## src/rtl/inv_add_round_key_block_if.sv

```systemverilog
// Bus bundle for inv_add_round_key_block: key load, state-block input and key-added output.
// round_key_out exists only when INV_ARK_KEY_OUT_EN is defined.
`ifndef SEED_KEY_WIDTH
`define SEED_KEY_WIDTH 128
`endif
`ifndef BLOCK_DATA_WIDTH
`define BLOCK_DATA_WIDTH 128
`endif

interface inv_add_round_key_block_if #(parameter int RIDX_W = 4);
  logic [`SEED_KEY_WIDTH-1:0]   seed_key;
  logic                         seed_key_vld;
  logic [`BLOCK_DATA_WIDTH-1:0] data_in;
  logic                         data_in_vld;
  logic [`BLOCK_DATA_WIDTH-1:0] block_data_out;
  logic                         block_data_out_vld;
  logic [RIDX_W-1:0]            round_idx;
  logic                         key_ready;
  logic                         drop_err;
`ifdef INV_ARK_KEY_OUT_EN
  logic [`BLOCK_DATA_WIDTH-1:0] round_key_out;
`endif

  modport master (
    output seed_key, seed_key_vld, data_in, data_in_vld,
    input  block_data_out, block_data_out_vld, round_idx, key_ready, drop_err
`ifdef INV_ARK_KEY_OUT_EN
    , input round_key_out
`endif
  );

  modport slave (
    input  seed_key, seed_key_vld, data_in, data_in_vld,
    output block_data_out, block_data_out_vld, round_idx, key_ready, drop_err
`ifdef INV_ARK_KEY_OUT_EN
    , output round_key_out
`endif
  );
endinterface

```

## src/rtl/inv_add_round_key_block.sv

```systemverilog
// AES-128 key expander plus reverse-order round-key adder for the inverse cipher.
// Define INV_ARK_KEY_OUT_EN to also register out the round key applied to each block.
`ifndef SEED_KEY_WIDTH
`define SEED_KEY_WIDTH 128
`endif
`ifndef BLOCK_DATA_WIDTH
`define BLOCK_DATA_WIDTH 128
`endif

// Forward S-box: multiplicative inverse in GF(2^8) (as a^254) followed by the affine map.
module inv_ark_sbox (
  input  logic [7:0] a,
  output logic [7:0] s
);
  function automatic logic [7:0] gf_mul(input logic [7:0] x, input logic [7:0] y);
    logic [7:0] p;
    logic [7:0] t;
    p = '0;
    t = x;
    for (int k = 0; k < 8; k++) begin
      if (y[k]) p = p ^ t;
      t = {t[6:0], 1'b0} ^ (t[7] ? 8'h1b : 8'h00);
    end
    return p;
  endfunction

  logic [7:0] x2, x3, x6, x12, x15, x30, x60, x120, x240, inv;

  always_comb begin
    x2   = gf_mul(a, a);
    x3   = gf_mul(x2, a);
    x6   = gf_mul(x3, x3);
    x12  = gf_mul(x6, x6);
    x15  = gf_mul(x12, x3);
    x30  = gf_mul(x15, x15);
    x60  = gf_mul(x30, x30);
    x120 = gf_mul(x60, x60);
    x240 = gf_mul(x120, x120);
    inv  = gf_mul(gf_mul(x240, x12), x2);
    s    = inv ^ {inv[6:0], inv[7]} ^ {inv[5:0], inv[7:6]}
               ^ {inv[4:0], inv[7:5]} ^ {inv[3:0], inv[7:4]} ^ 8'h63;
  end
endmodule

module inv_add_round_key_block #(
  parameter int NUM_ROUNDS = 10,
  parameter int RIDX_W     = 4
) (
  input  logic                 clock,
  input  logic                 reset,
  inv_add_round_key_block_if.slave bus
);
  typedef enum logic [1:0] {IDLE, EXPAND, READY} state_t;

  state_t                       state, state_nxt;
  logic [RIDX_W-1:0]            exp_cnt;
  logic [7:0]                   rcon;
  logic [`BLOCK_DATA_WIDTH-1:0] rk [0:NUM_ROUNDS];
  logic                         load_key, expand_en, accept, drop, last_step;

  logic [`BLOCK_DATA_WIDTH-1:0] out_q;
  logic                         out_vld_q;
  logic [RIDX_W-1:0]            ridx_q;
  logic                         key_ready_q;
  logic                         drop_err_q;

  // Key schedule step: rk[exp_cnt] from rk[exp_cnt-1]
  logic [`BLOCK_DATA_WIDTH-1:0] prev_key, next_key;
  logic [3:0][7:0]              sb_in, sb_out;
  logic [31:0]                  temp, w0, w1, w2, w3;

  assign prev_key = rk[exp_cnt - 1'b1];
  assign sb_in    = {prev_key[23:0], prev_key[31:24]};

  for (genvar b = 0; b < 4; b++) begin : g_sbox
    inv_ark_sbox u_sbox (.a(sb_in[b]), .s(sb_out[b]));
  end

  assign temp     = sb_out ^ {rcon, 24'h0};
  assign w0       = prev_key[127:96] ^ temp;
  assign w1       = w0 ^ prev_key[95:64];
  assign w2       = w1 ^ prev_key[63:32];
  assign w3       = w2 ^ prev_key[31:0];
  assign next_key = {w0, w1, w2, w3};

  assign last_step = (exp_cnt == RIDX_W'(NUM_ROUNDS));

  always_ff @(posedge clock or posedge reset) begin
    if (reset) state <= IDLE;
    else       state <= state_nxt;
  end

  always_comb begin
    state_nxt = state;
    if (bus.seed_key_vld)                  state_nxt = EXPAND;
    else if (state == EXPAND && last_step) state_nxt = READY;
  end

  // A key load wins over any data strobe in the same cycle; that data is silently lost.
  always_comb begin
    load_key  = bus.seed_key_vld;
    expand_en = !bus.seed_key_vld && (state == EXPAND);
    accept    = !bus.seed_key_vld && bus.data_in_vld && (state == READY);
    drop      = !bus.seed_key_vld && bus.data_in_vld && (state != READY);
  end

  // Key store has no reset; its contents are only read once rewritten by a load.
  always_ff @(posedge clock) begin
    if (load_key)       rk[0]       <= bus.seed_key;
    else if (expand_en) rk[exp_cnt] <= next_key;
  end

`ifdef INV_ARK_KEY_OUT_EN
  logic [`BLOCK_DATA_WIDTH-1:0] rk_out_q;
  assign bus.round_key_out = rk_out_q;
`endif

  always_ff @(posedge clock or posedge reset) begin
    if (reset) begin
      exp_cnt     <= '0;
      rcon        <= '0;
      out_q       <= '0;
      out_vld_q   <= 1'b0;
      ridx_q      <= RIDX_W'(NUM_ROUNDS);
      key_ready_q <= 1'b0;
      drop_err_q  <= 1'b0;
`ifdef INV_ARK_KEY_OUT_EN
      rk_out_q    <= '0;
`endif
    end else begin
      out_vld_q <= accept;
      if (load_key) begin
        exp_cnt     <= RIDX_W'(1);
        rcon        <= 8'h01;
        key_ready_q <= 1'b0;
        drop_err_q  <= 1'b0;
        ridx_q      <= RIDX_W'(NUM_ROUNDS);
      end else begin
        if (expand_en) begin
          exp_cnt <= exp_cnt + 1'b1;
          rcon    <= {rcon[6:0], 1'b0} ^ (rcon[7] ? 8'h1b : 8'h00);
          if (last_step) key_ready_q <= 1'b1;
        end
        if (drop) drop_err_q <= 1'b1;
        if (accept) begin
          out_q  <= bus.data_in ^ rk[ridx_q];
          ridx_q <= (ridx_q == '0) ? RIDX_W'(NUM_ROUNDS) : ridx_q - 1'b1;
`ifdef INV_ARK_KEY_OUT_EN
          rk_out_q <= rk[ridx_q];
`endif
        end
      end
    end
  end

  assign bus.block_data_out     = out_q;
  assign bus.block_data_out_vld = out_vld_q;
  assign bus.round_idx          = ridx_q;
  assign bus.key_ready          = key_ready_q;
  assign bus.drop_err           = drop_err_q;
endmodule

```

## src/flat_wrapper.sv

```systemverilog
// flat-port wrapper written by rule: the top's interface ports become plain ports
module inv_add_round_key_block_flat 
#(
  parameter int NUM_ROUNDS = 10,
  parameter int RIDX_W     = 4
)
  (clock, reset, bus_seed_key, bus_seed_key_vld, bus_data_in, bus_data_in_vld, bus_block_data_out, bus_block_data_out_vld, bus_round_idx, bus_key_ready, bus_drop_err);
  inv_add_round_key_block_if #(.RIDX_W(RIDX_W)) bus_i ();
  input  logic clock;
  input  logic reset;
  input wire logic [$bits(bus_i.seed_key)-1:0] bus_seed_key;
  input wire logic [$bits(bus_i.seed_key_vld)-1:0] bus_seed_key_vld;
  input wire logic [$bits(bus_i.data_in)-1:0] bus_data_in;
  input wire logic [$bits(bus_i.data_in_vld)-1:0] bus_data_in_vld;
  output wire logic [$bits(bus_i.block_data_out)-1:0] bus_block_data_out;
  output wire logic [$bits(bus_i.block_data_out_vld)-1:0] bus_block_data_out_vld;
  output wire logic [$bits(bus_i.round_idx)-1:0] bus_round_idx;
  output wire logic [$bits(bus_i.key_ready)-1:0] bus_key_ready;
  output wire logic [$bits(bus_i.drop_err)-1:0] bus_drop_err;
  assign bus_i.seed_key = bus_seed_key;
  assign bus_i.seed_key_vld = bus_seed_key_vld;
  assign bus_i.data_in = bus_data_in;
  assign bus_i.data_in_vld = bus_data_in_vld;
  assign bus_block_data_out = bus_i.block_data_out;
  assign bus_block_data_out_vld = bus_i.block_data_out_vld;
  assign bus_round_idx = bus_i.round_idx;
  assign bus_key_ready = bus_i.key_ready;
  assign bus_drop_err = bus_i.drop_err;
  inv_add_round_key_block #(.NUM_ROUNDS(NUM_ROUNDS), .RIDX_W(RIDX_W)) u_core (.clock(clock), .reset(reset), .bus(bus_i));
endmodule
```

## config.mk

```make
export PLATFORM = sky130hd
export DESIGN_NAME = inv_add_round_key_block_flat
export DESIGN_NICKNAME = d
export VERILOG_FILES = /design/src/rtl/inv_add_round_key_block_if.sv /design/src/rtl/inv_add_round_key_block.sv /design/src/flat_wrapper.sv
export SDC_FILE = /design/constraint.sdc
export NUM_CORES = 2
export LEC_CHECK = 0
export ABC_CLOCK_PERIOD_IN_PS = 23600
export CORE_ASPECT_RATIO = 1.4
export CORE_MARGIN = 4
export CORE_UTILIZATION = 37
export CTS_BUF_LIST = sky130_fd_sc_hd__clkbuf_16
export CTS_CLUSTER_SIZE = 20
export DETAILED_ROUTE_END_ITERATION = 7
export MAX_ROUTING_LAYER = met4
export PLACE_DENSITY = 0.61
export SLEW_MARGIN = 20
export SYNTH_ARGS = -nofsm -noshare
export SYNTH_HDL_FRONTEND = slang
export SYNTH_SLANG_ARGS = --single-unit
```

## constraint.sdc

```tcl
create_clock -name clock -period 23.6 [get_ports clock]
set_clock_uncertainty 0.1 [all_clocks]
set_input_delay 4.72 -clock clock [delete_from_list [all_inputs] [get_ports clock]]
set_output_delay 4.72 -clock clock [all_outputs]
set_load 0.05 [all_outputs]
```

==> flow_summary.yaml <==
route:
  drt-pass1-iter-count: 6
  route.detailed.drc: 0
  finalWirelength_um: 404000
  vias_per_cell: 5.84
  drt-wirelength-per-cell_um: 25.8
  first_iter_violations: 8899
  via_count: 91300
  drtAntennaViolNets: 0
worst_hold_path:
  worst_hold_startpoint: "u_core.bus.block_data_out[1]$_DFFE_PP0P_"
  hold_depth: 2
  holdCritPathClass: "reg2reg"
  whs_endpoint: "u_core.bus.block_data_out[1]$_DFFE_PP0P_"
floorplanning:
  fp.dieH_um: 683
  die_area_sq_um: 334000
  die_w_um: 490
  initial_core_util: 0.372
  fp.coreArea_sq_um: 324000
  rows: 247
  ios: 395
timing:
  whs_ns: 0.379
  maxSlewViolCount: 0
  max_slew.worst_pin.slew_ns: 1.22
  finalCritPeriodShare: 0.955
  finalWorstPathRequiredPeriod_ns: 22.53
  rsz0062_at_grt: "no"
  max_slew_margin_vs_limit: 0.180
  max_freq_mhz: 44.4
  final-setup-viol-count: 0
  report.final.hold_viol_count: 0
final_layout:
  post_layout_nonfiller_instances: 15600
  nNetsFinal: 11600
  layout.cells.most_common: "sky130_fd_sc_hd__edfxtp_1"
  filler_cell_count: 30000
  final_layout_size_suffix_gt1_frac: 0.154
  mostFrequentLayoutCells: "sky130_fd_sc_hd__edfxtp_1, sky130_fd_sc_hd__xnor2_1, sky130_fd_sc_hd__nand2_1"
  syn_to_final_growth_pct: 14.1
logic_synthesis:
  synth-async-reset-ratio: 0.0957
  yosys.area_share.xor_xnor: 0.216
  synthesis.area_per_instance_sq_um: 11.0
  synthCells: 10900
  synth_seq_cells: 1557
  synth_cell_types: 138
  synthMuxAreaShare: 0.150
  synth.yosys.seq_area_share: 0.383
  synth_ff_type: "sky130_fd_sc_hd__edfxtp_1"
  post_synth_and_or_nand_nor_area_fraction: 0.110
  synth_compound_gate_area_share: 0.107
  synth_fp_nets: 11200
  largest_family_of_logic_cells_by_synthesized_area: "XOR/XNOR gates"
  ys.warnings.count: 0
  yosys.area_share.adder: 0.00341
  synthesis.area_sq_um: 120000
  synth_edf_count: 1408
global_routing:
  globalRouteTotalUtil: 0.241
  grt_pass1_wl_um: 595000
  gr-total-overflow: 0
  grt_max_degree: 154
  via_count_of_the_first_global_routing_pass: 91300
  initial_antenna_violation_count: 12
critical_path:
  timing.setup.critical_path_class: "reg2reg"
  r2r_setup_slack_ns: 1.07
  r2r_cells: 71
  max_stage_delay_ns: 0.64
  timing.critical_path.from: "u_core.exp_cnt[1]$_DFFE_PP0P_"
  reg2reg_from: "u_core.exp_cnt[1]$_DFFE_PP0P_"
  timing.rr.end: "u_core.rk[1][12]$_DFFE_PP_"
  worstPathRequired_ns: 24.03
  crit_arrival_ns: 22.97
  timing.critical_path.fanout_max: 16
  worstSetupEndpointType: "flop"
  cp_common_cell: "sky130_fd_sc_hd__xnor3_1"
  crit_path_start_kind: "flop"
  slowest_stage: "sky130_fd_sc_hd__xnor3_2"
place:
  gp_routability_congestion: 0.916
  dp_cells: 15300
  detailed_place_hpwl_um: 279000
  io_buffers: 394
clock_tree:
  cts_buffer_depth: 4
  tritoncts: "yes"
  cts_inserted_buffers: 170
  clk-insertion-delay-late_ns: 0.91
  htreeDepth: 4
  clkTransAtPathRegs_ns: 0.06
  clock-root-buffer: "sky130_fd_sc_hd__clkbuf_16"
  cts.sink_count: 1557
  post_cts_hold_buffer_count: 0
flow_run:
  cap_viol_max_count: 0
run_status:
  status: "complete, no violations"
## worst max-delay path: cells and delay by family, from the launching register on
family	cells	cell delay, ns
AOI/OAI and AO/OA	13	4.32
xor gates and xnor gates	28	9.84
adders and majority gates	4	1.44
buffers and inverters	9	1.80
DFF	1	0.56
muxes	2	0.59
and+or+nand+nor	15	3.51
## worst max-delay path by stage
stage                                       endpoint  slack, ns
final                     u_core.rk[1][12]$_DFFE_PP_       1.07
after detailed placement  u_core.rk[4][18]$_DFFE_PP_      -0.59
after floorplan           u_core.rk[0][28]$_DFFE_PP_       0.75
after global placement    u_core.rk[8][19]$_DFFE_PP_      -0.29
after CTS                 u_core.rk[0][54]$_DFFE_PP_      0.006
after global routing      u_core.rk[9][78]$_DFFE_PP_     0.0003
## metrics by stage
stage,setup TNS [ns],utilization,area (sq um),setup WS [ns]
finish,0,0.424,137000,1.07
global route,0,0.424,137000,0.000313
CTS,0,0.422,137000,0.00630
detailed placement,-31.33,0.405,131000,-0.592
global placement,-7.22,0.405,131000,-0.292
floorplan,0,-,120000,0.752
## timing repair
item | 4_1_cts | 5_1_grt
setup endpoints to repair | 151 | 1320
hold endpoints to repair | 0 | 0
resized for setup | 13 | 92
buffers inserted | 0 | 8
pin swaps | 0 | 6
## cells in the mapped netlist, types with 52 or more instances
library cell / n / share of area
sky130_fd_sc_hd__nor2_1: 928 / 0.029
sky130_fd_sc_hd__buf_2: 97 / 0.0040
sky130_fd_sc_hd__nand2b_1: 75 / 0.0039
sky130_fd_sc_hd__a22oi_1: 76 / 0.0047
sky130_fd_sc_hd__buf_4: 52 / 0.0032
sky130_fd_sc_hd__and3_1: 54 / 0.0028
sky130_fd_sc_hd__a31oi_1: 96 / 0.0050
sky130_fd_sc_hd__nand3_1: 181 / 0.0075
sky130_fd_sc_hd__nand2_1: 1217 / 0.038
sky130_fd_sc_hd__a211oi_1: 64 / 0.0040
sky130_fd_sc_hd__o21ai_0: 505 / 0.021
sky130_fd_sc_hd__a21oi_1: 482 / 0.020
sky130_fd_sc_hd__nor2b_1: 54 / 0.0028
sky130_fd_sc_hd__clkbuf_1: 435 / 0.014
sky130_fd_sc_hd__edfxtp_1: 1408 / 0.35
sky130_fd_sc_hd__mux2_2: 54 / 0.0051
sky130_fd_sc_hd__inv_1: 96 / 0.0030
sky130_fd_sc_hd__o22ai_1: 59 / 0.0031
sky130_fd_sc_hd__buf_1: 131 / 0.0041
sky130_fd_sc_hd__mux4_2: 466 / 0.087
sky130_fd_sc_hd__o21ai_1: 72 / 0.0030
sky130_fd_sc_hd__xnor3_1: 288 / 0.054
sky130_fd_sc_hd__nor3_1: 151 / 0.0063
sky130_fd_sc_hd__xnor2_2: 86 / 0.012
sky130_fd_sc_hd__dfrtp_1: 147 / 0.031
sky130_fd_sc_hd__xnor2_1: 1315 / 0.096
sky130_fd_sc_hd__o211ai_1: 182 / 0.011
sky130_fd_sc_hd__mux2i_1: 677 / 0.056
sky130_fd_sc_hd__xor2_1: 439 / 0.032
## routing by layer
layer | wire length [um] | global-route usage
met3 | 27800 | 0.0305
met2 | 199000 | 0.406
met5 | 0 | -
met1 | 154000 | 0.286
met4 | 23200 | 0.117
## final cells by class
cell class	instances	area (sq um)	share of cell area
Clock inverter	128	1240	0.00904
Multi-Input combinational cell	8464	71400	0.520
Clock buffer	174	4350	0.0317
Tap cell	4233	5300	0.0386
Sequential cell	1557	46000	0.335
Timing Repair Buffer	961	8440	0.0615
Inverter	123	477	0.00347
Antenna cell	7	17.5	0.000128
## flip-flops by register name, summed over array words and instances (netlist names)
name	flops
u_core.bus.round_idx	4
u_core.exp_cnt	4
u_core.bus.block_data_out	128
u_core.bus.block_data_out_vld	1
u_core.rk	1408
u_core.rcon	8
u_core.bus.key_ready	1
u_core.state	2
u_core.bus.drop_err	1
## cell families (layout without fill, tap and decap cells)
group | after synthesis | count (layout)
mux | 1210 | 1210
other cells | 0 | 7
compound gates | 1981 | 1981
buf+inv | 866 | 1386
simple gates | 2986 | 2986
fa+ha+maj | 33 | 33
xor+xnor | 2254 | 2254
flops | 1557 | 1557
Power is left out: the tool's default activity adds up to more than one toggle a clock period on the data nets, which glitch-free logic cannot reach.
